File: config.mk
export PLATFORM = sky130hd
export DESIGN_NAME = modu_ampl_scaler_flat
export DESIGN_NICKNAME = d
export VERILOG_FILES = /design/src/rtl/modu_ampl_scaler_if.sv /design/src/rtl/modu_ampl_scaler.sv /design/src/flat_wrapper.sv
export SDC_FILE = /design/constraint.sdc
export NUM_CORES = 1
export LEC_CHECK = 0
export BUFFER_PORTS_ARGS = -buffer_cell sky130_fd_sc_hd__buf_2
export CORE_ASPECT_RATIO = 1.1
export CORE_MARGIN = 1.5
export CORE_UTILIZATION = 50
export CTS_CLUSTER_SIZE = 12
export DETAILED_ROUTE_END_ITERATION = 12
export PLACE_DENSITY = 0.68
export SLEW_MARGIN = 20
export SYNTH_ARGS = -nofsm -noshare
export SYNTH_HDL_FRONTEND = slang
export SYNTH_SLANG_ARGS = --single-unit
File: constraint.sdc
create_clock -name clk -period 6 [get_ports clk]
set_clock_uncertainty 0.05 [all_clocks]
set_input_delay 0.9 -clock clk [delete_from_list [all_inputs] [get_ports clk]]
set_output_delay 0.9 -clock clk [all_outputs]
set_load 0.02 [all_outputs]
File: src/rtl/modu_ampl_scaler_if.sv
`default_nettype none
// ============================================================================
//  Module   : modu_ampl_scaler_if
//  Purpose  : Bundles the sample stream, the gain-control request and the
//             status returned by modu_ampl_scaler.
//  Modports : master - modulation generator / controller side
//                      (drives the sample, gain request and bypass)
//             slave  - the amplitude scaler itself
//  Signals  : dac_modu[DW], modu_valid, gain_target[GW], gain_load, bypass,
//             dac_modu_ampl[DW], ampl_valid, ampl_sat, gain_cur[GW], gain_busy
//  Revision : 1.0 - initial release
// ============================================================================
interface modu_ampl_scaler_if #(
    parameter int DW = 12,
    parameter int GW = 8
) ();
    logic [DW-1:0] dac_modu;
    logic          modu_valid;
    logic [GW-1:0] gain_target;
    logic          gain_load;
    logic          bypass;
    logic [DW-1:0] dac_modu_ampl;
    logic          ampl_valid;
    logic          ampl_sat;
    logic [GW-1:0] gain_cur;
    logic          gain_busy;

    modport master (
        output dac_modu, modu_valid, gain_target, gain_load, bypass,
        input  dac_modu_ampl, ampl_valid, ampl_sat, gain_cur, gain_busy
    );

    modport slave (
        input  dac_modu, modu_valid, gain_target, gain_load, bypass,
        output dac_modu_ampl, ampl_valid, ampl_sat, gain_cur, gain_busy
    );
endinterface
`default_nettype wire

File: src/rtl/modu_ampl_scaler.sv
`default_nettype none
// ============================================================================
//  Module   : modu_ampl_scaler
//  Purpose  : Amplitude control for the modulation DAC path. Offset-binary
//             samples are re-centred, multiplied by an unsigned Q1.(GW-1)
//             gain, re-biased and clamped to the DAC range. Gain changes ramp
//             one LSB every RAMP_DIV clocks so the amplitude never steps.
//  Ports    : clk  - system clock
//             rst  - synchronous reset, active-high
//             bus  - modu_ampl_scaler_if.slave (sample in/out, gain control,
//                    bypass, saturation and ramp status)
//  Latency  : 2 clocks, no backpressure.
//  Revision : 1.0 - initial release
// ============================================================================
module modu_ampl_scaler #(
    parameter int DW        = 12,
    parameter int GW        = 8,
    parameter int BIAS      = 2047,
    parameter int GAIN_INIT = 64,
    parameter int RAMP_DIV  = 4
) (
    input  logic               clk,
    input  logic               rst,
    modu_ampl_scaler_if.slave  bus
);

    // Product width: signed (DW+1) x unsigned GW, plus one spare bit so the
    // re-biased sum can never overflow before clamping.
    localparam int PW = DW + GW + 2;
    localparam int CW = (RAMP_DIV > 1) ? $clog2(RAMP_DIV) : 1;

    localparam logic signed [PW-1:0] C_BIAS     = PW'(BIAS);
    localparam logic signed [PW-1:0] C_MAX      = PW'((1 << DW) - 1);
    localparam logic [CW-1:0]        C_CNT_LAST = CW'(RAMP_DIV - 1);

    typedef enum logic [0:0] {
        ST_IDLE = 1'b0,
        ST_RAMP = 1'b1
    } state_t;

    // ------------------------------------------------------------------
    // Gain ramp FSM
    // ------------------------------------------------------------------
    state_t        r_state_q,    w_state_d;
    logic [GW-1:0] r_gain_cur_q, w_gain_cur_d;
    logic [GW-1:0] r_target_q,   w_target_d;
    logic [CW-1:0] r_cnt_q,      w_cnt_d;

    always_comb begin
        w_state_d    = r_state_q;
        w_gain_cur_d = r_gain_cur_q;
        w_target_d   = r_target_q;
        w_cnt_d      = r_cnt_q;
        case (r_state_q)
            ST_IDLE: begin
                if (bus.gain_load && (bus.gain_target != r_gain_cur_q)) begin
                    w_target_d = bus.gain_target;
                    w_cnt_d    = '0;
                    w_state_d  = ST_RAMP;
                end
            end
            ST_RAMP: begin
                // The step always heads toward the target held before this
                // clock; a simultaneous reload only takes effect afterwards.
                if (r_cnt_q == C_CNT_LAST) begin
                    w_cnt_d = '0;
                    if (r_target_q > r_gain_cur_q) begin
                        w_gain_cur_d = r_gain_cur_q + GW'(1);
                    end else if (r_target_q < r_gain_cur_q) begin
                        w_gain_cur_d = r_gain_cur_q - GW'(1);
                    end
                end else begin
                    w_cnt_d = r_cnt_q + CW'(1);
                end
                if (bus.gain_load) begin
                    w_target_d = bus.gain_target;
                end
                // Leave the ramp in the same clock that the gain lands on the
                // (possibly just reloaded) target.
                if (w_gain_cur_d == w_target_d) begin
                    w_state_d = ST_IDLE;
                end
            end
            default: begin
                w_state_d = ST_IDLE;
            end
        endcase
    end

    always_ff @(posedge clk) begin
        if (rst) begin
            r_state_q    <= ST_IDLE;
            r_gain_cur_q <= GW'(GAIN_INIT);
            r_target_q   <= GW'(GAIN_INIT);
            r_cnt_q      <= '0;
        end else begin
            r_state_q    <= w_state_d;
            r_gain_cur_q <= w_gain_cur_d;
            r_target_q   <= w_target_d;
            r_cnt_q      <= w_cnt_d;
        end
    end

    // ------------------------------------------------------------------
    // Stage 1: re-centre and multiply
    // ------------------------------------------------------------------
    logic signed [DW:0]   w_s;
    logic signed [PW-1:0] w_s_ext;
    logic signed [PW-1:0] w_g_ext;

    logic signed [PW-1:0] r_p_q,   w_p_d;
    logic [DW-1:0]        r_raw_q, w_raw_d;
    logic                 r_byp_q, w_byp_d;
    logic                 r_v1_q,  w_v1_d;

    // Subtracting 2^(DW-1) from an offset-binary code is the same as
    // inverting its MSB; the inverted MSB is then the sign bit.
    assign w_s     = {~bus.dac_modu[DW-1], ~bus.dac_modu[DW-1], bus.dac_modu[DW-2:0]};
    assign w_s_ext = {{(PW-DW-1){w_s[DW]}}, w_s};
    assign w_g_ext = {{(PW-GW){1'b0}}, r_gain_cur_q};

    always_comb begin
        w_p_d   = r_p_q;
        w_raw_d = r_raw_q;
        w_byp_d = r_byp_q;
        w_v1_d  = bus.modu_valid;
        if (bus.modu_valid) begin
            w_p_d   = w_s_ext * w_g_ext;
            w_raw_d = bus.dac_modu;
            w_byp_d = bus.bypass;
        end
    end

    // ------------------------------------------------------------------
    // Stage 2: rescale, re-bias, clamp
    // ------------------------------------------------------------------
    logic signed [PW-1:0] w_q;
    logic signed [PW-1:0] w_r;

    logic [DW-1:0] r_ampl_q,  w_ampl_d;
    logic          r_sat_q,   w_sat_d;
    logic          r_valid_q, w_valid_d;

    assign w_q = r_p_q >>> (GW - 1);
    assign w_r = w_q + C_BIAS;

    always_comb begin
        w_ampl_d  = r_ampl_q;
        w_sat_d   = r_sat_q;
        w_valid_d = r_v1_q;
        if (r_v1_q) begin
            if (r_byp_q) begin
                w_ampl_d = r_raw_q;
                w_sat_d  = 1'b0;
            end else if (w_r < 0) begin
                w_ampl_d = '0;
                w_sat_d  = 1'b1;
            end else if (w_r > C_MAX) begin
                w_ampl_d = '1;
                w_sat_d  = 1'b1;
            end else begin
                w_ampl_d = w_r[DW-1:0];
                w_sat_d  = 1'b0;
            end
        end
    end

    always_ff @(posedge clk) begin
        if (rst) begin
            r_p_q     <= '0;
            r_raw_q   <= '0;
            r_byp_q   <= 1'b0;
            r_v1_q    <= 1'b0;
            r_ampl_q  <= DW'(BIAS);
            r_sat_q   <= 1'b0;
            r_valid_q <= 1'b0;
        end else begin
            r_p_q     <= w_p_d;
            r_raw_q   <= w_raw_d;
            r_byp_q   <= w_byp_d;
            r_v1_q    <= w_v1_d;
            r_ampl_q  <= w_ampl_d;
            r_sat_q   <= w_sat_d;
            r_valid_q <= w_valid_d;
        end
    end

    assign bus.dac_modu_ampl = r_ampl_q;
    assign bus.ampl_valid    = r_valid_q;
    assign bus.ampl_sat      = r_sat_q;
    assign bus.gain_cur      = r_gain_cur_q;
    assign bus.gain_busy     = (r_state_q == ST_RAMP);

endmodule
`default_nettype wire
File: src/flat_wrapper.sv
// flat-port wrapper written by rule: the top's interface ports become plain ports
module modu_ampl_scaler_flat 
#(
    parameter int DW        = 12,
    parameter int GW        = 8,
    parameter int BIAS      = 2047,
    parameter int GAIN_INIT = 64,
    parameter int RAMP_DIV  = 4
)
  (clk, rst, bus_dac_modu, bus_modu_valid, bus_gain_target, bus_gain_load, bus_bypass, bus_dac_modu_ampl, bus_ampl_valid, bus_ampl_sat, bus_gain_cur, bus_gain_busy);
  modu_ampl_scaler_if #(.DW(DW), .GW(GW)) bus_i ();
  input  logic clk;
  input  logic rst;
  input wire logic [$bits(bus_i.dac_modu)-1:0] bus_dac_modu;
  input wire logic [$bits(bus_i.modu_valid)-1:0] bus_modu_valid;
  input wire logic [$bits(bus_i.gain_target)-1:0] bus_gain_target;
  input wire logic [$bits(bus_i.gain_load)-1:0] bus_gain_load;
  input wire logic [$bits(bus_i.bypass)-1:0] bus_bypass;
  output wire logic [$bits(bus_i.dac_modu_ampl)-1:0] bus_dac_modu_ampl;
  output wire logic [$bits(bus_i.ampl_valid)-1:0] bus_ampl_valid;
  output wire logic [$bits(bus_i.ampl_sat)-1:0] bus_ampl_sat;
  output wire logic [$bits(bus_i.gain_cur)-1:0] bus_gain_cur;
  output wire logic [$bits(bus_i.gain_busy)-1:0] bus_gain_busy;
  assign bus_i.dac_modu = bus_dac_modu;
  assign bus_i.modu_valid = bus_modu_valid;
  assign bus_i.gain_target = bus_gain_target;
  assign bus_i.gain_load = bus_gain_load;
  assign bus_i.bypass = bus_bypass;
  assign bus_dac_modu_ampl = bus_i.dac_modu_ampl;
  assign bus_ampl_valid = bus_i.ampl_valid;
  assign bus_ampl_sat = bus_i.ampl_sat;
  assign bus_gain_cur = bus_i.gain_cur;
  assign bus_gain_busy = bus_i.gain_busy;
  modu_ampl_scaler #(.DW(DW), .GW(GW), .BIAS(BIAS), .GAIN_INIT(GAIN_INIT), .RAMP_DIV(RAMP_DIV)) u_core (.clk(clk), .rst(rst), .bus(bus_i));
endmodule
==> results.md <==
- Final Hold Viols: 0
- CP startpoint kind: flip-flop
- Worst-path maximum fanout: 16
- CTS Buf Count: 9
- Synth top area share: 22.4%
- Biggest cell delay along the critical path: 0.81 ns
- Die Width: 115 µm
- Resized Gates After CTS: 0
- Final Max Tran Viols: 0
- Synthesized cell area: 6890 µm²
- Final setup margin: 0.572 ns
- Final-stage net count: 1002
- Clk slew on worst S/H paths: 0.06 ns
- Tmin final: 5.43 ns
- IO Count: 48
- Final Wtd Congestion: 0.917
- #FFs+latches synth: 61
- Yosys top cell by area: fa_1
- Drt total wl: 16100 µm
- First-iteration detailed-routing DRC count: 415
- CP Class: reg -> reg
- Tcrit/Tclk final: 90.5%
- LEAKAGE: 3.64 nW
- Clock Tree Buf Depth: 2
- Ranking of synthesized cells by area: fa_1 (22%), dfxtp_1 (18%), ha_1 (9.3%)
- Hold WC Path Type: reg -> reg
- Number of diodes: 0
- Largest delay contributor family on the critical path: adder cells
- Syn Inst Count: 819
- Worst-margin pin slew: 0.889 ns
- Tot GR Track Use: 23.9%
- Number of global-route vias before repair: 5731
- RSZ-0062 raised after global routing: false
- Die footprint: 14500 µm²
- Core Area: 13300 µm²
- Setup TNS: 0 ns
- Pre-Repair DR Iteration Count: 5
- Synthesis Warnings: 0
- Number of I/O port buffers: 47
- CP most frequent cell: fa_1
- Clk_lat worst skew: 0.34 ns
- DIE HEIGHT: 126 µm
- Max Freq: 184 MHz
- Worst slew margin: 40.3%
- Area Growth Syn to Fin: 10.0%
- Filler instances: 1240
- Post-synthesis sequential area ratio: 17.7%
- WL per Instance: 15.5 µm
- Ys async rst share: 0%
- CP arrival: 5.63 ns
- Slowest stage cell, crit path: dfxtp_1
- Reg-to-reg slack, setup: 0.57 ns
- Peak supply drop: 144 µV
- Starting density of the core: 51.7%
- Syn_nets: 972
- Ys flop type: dfxtp_1
- Total gr overflow: 0
- Clock sinks: 61
- Avg Inst Size Synth: 8.41 µm²
- First-pass GRT wire length: 27500 µm
- CTS tree: done
- Via-to-Cell Ratio: 5.42
- Crit path cell chain: nand2_1 > fa_1 > inv_1 > fa_1 > fa_1 > inv_1 > fa_1 > inv_1 > ha_1 > a41oi_1 > o21ai_0 > a31oi_1 > o21ba_2 > a21oi_1 > a31o_2 > or3_1 > a311oi_1
- Root Buffer: clkbuf_16
- Post-synthesis cell type count: 60
- Post-synth EDFFs: 0
- Endpoint class of the critical path: flip-flop
- Post-DP HPWL: 12600 µm
- Maxcap violations: 0
- Dpl ws: 0.256 ns
- Status: finished clean
- # DRC: 0
- Final setup violation count: 0
- Layout cells sized above 1: 9.60%
- Data required, critical path: 6.20 ns
- H-tree depth: 3
- Post-route antenna net violation count: 0
- Design Power: 1.22 mW
- Initial antenna violation count: 0
- # hold bufs at CTS: 0
- Row count: 44
- Largest net degree at the start of global routing: 62
- Pwr dens: 161 nW/µm²
- Via count: 5623
- Sum of buffers and inverters on the critical path: 3
- Post-CTS setup buffers: 0
[cell families (layout without fill, tap and decap cells)]
group / Yosys count / in the layout / share of synthesized area (%)
muxes: 40 / 40 / 5.89
AOI/OAI and AO/OA: 110 / 110 / 10.4
buffers and inverters: 168 / 203 / 9.18
and+or+nand+nor: 267 / 267 / 19.4
xor gates and xnor gates: 45 / 45 / 5.72
DFF: 61 / 61 / 17.7
adders and majority gates: 128 / 128 / 31.7
[cells in the final DEF (no fill, tap or decap), drive strengths merged, types with 4 or more instances in the layout]
cell type,count
inv,132
nor3,7
dfxtp,61
o21a,5
nor2b,5
nor4,8
buf,56
a211oi,4
ha,51
clkbuf,11
a31oi,6
and2,44
mux2i,39
o21bai,4
a21oi,42
xor2,17
nand3,5
nand4,11
o21ai,15
nor2,68
a211o,4
fa,77
or3,18
nand2,73
xnor2,28
nand2b,11
[cell usage after synthesis, types with 12 or more instances]
cell,instances
fa_1,77
xnor2_1,28
inv_1,129
dfxtp_1,61
ha_1,51
o21ai_0,12
nand2_1,73
clkbuf_1,32
nor2_1,68
or3_1,18
and2_1,44
mux2i_1,39
a21oi_1,42
xor2_1,17
[where the power goes]
part           internal [mW]  leakage, nW  switching [mW]  total, mW
combinational          0.104         3.00           0.149      0.253
clock                  0.305        0.139           0.203      0.508
sequential             0.429        0.502          0.0281      0.457
total                  0.838         3.64           0.380       1.22
[final timing paths]
| kind | start | end | depth (start not counted) |
|---|---|---|---|
| setup / recovery | u_core.bus.gain_cur[4] | u_core.r_p_q[20] | 17 |
| hold / removal | u_core.bus.ampl_sat | u_core.bus.ampl_sat | 2 |
| setup reg to reg | u_core.bus.gain_cur[4] | u_core.r_p_q[20] | 17 |
| hold reg to reg | u_core.bus.ampl_sat | u_core.bus.ampl_sat | 2 |
[flip-flops by register name, summed over array words and instances (netlist names)]
register and flops:
u_core.bus.ampl_sat 1, u_core.bus.ampl_valid 1, u_core.bus.dac_modu_ampl 12, u_core.bus.gain_busy 1, u_core.bus.gain_cur 8, u_core.r_byp_q 1, u_core.r_cnt_q 2, u_core.r_p_q 14
u_core.r_raw_q 12, u_core.r_target_q 8, u_core.r_v1_q 1
[metal layers]
layer / wire, µm / GRT usage, %
met3: 576 / 3.03
met5: 0 / 0
met1: 7120 / 31.4
met2: 8140 / 41.0
met4: 242 / 6.75
[area by class of cell]
type	count	area, µm²	area share, %
Clock inverter	5	41.3	0.545
Multi-Input combinational cell	590	5030	66.4
Sequential cell	61	1220	16.1
Tap cell	184	230	3.04
Inverter	131	492	6.49
Timing Repair Buffer	56	305	4.03
Clock buffer	11	253	3.34
[tightest hold or removal path, stage by stage, from the launching register on]
cell and delay (ns):
dfxtp_1 0.30, nand2b_1 0.06, a21oi_1 0.05
[stage by stage]
| step | instance area [µm²] | utilization [%] | std cells | hold slack [ns] |
|---|---|---|---|---|
| 2_1_floorplan | 6890 | - | 819 | 0.410 |
| 3_3_place_gp | 7280 | 54.6 | 1022 | 0.401 |
| 3_5_place_dp | 7280 | 54.6 | 1022 | 0.415 |
| 4_1_cts | 7570 | 56.8 | 1038 | 0.423 |
| 5_1_grt | 7570 | 56.9 | 1038 | 0.458 |
| 6_report | 7570 | 56.9 | 1038 | 0.417 |
No activity file was read; power rests on OpenSTA's default activity.
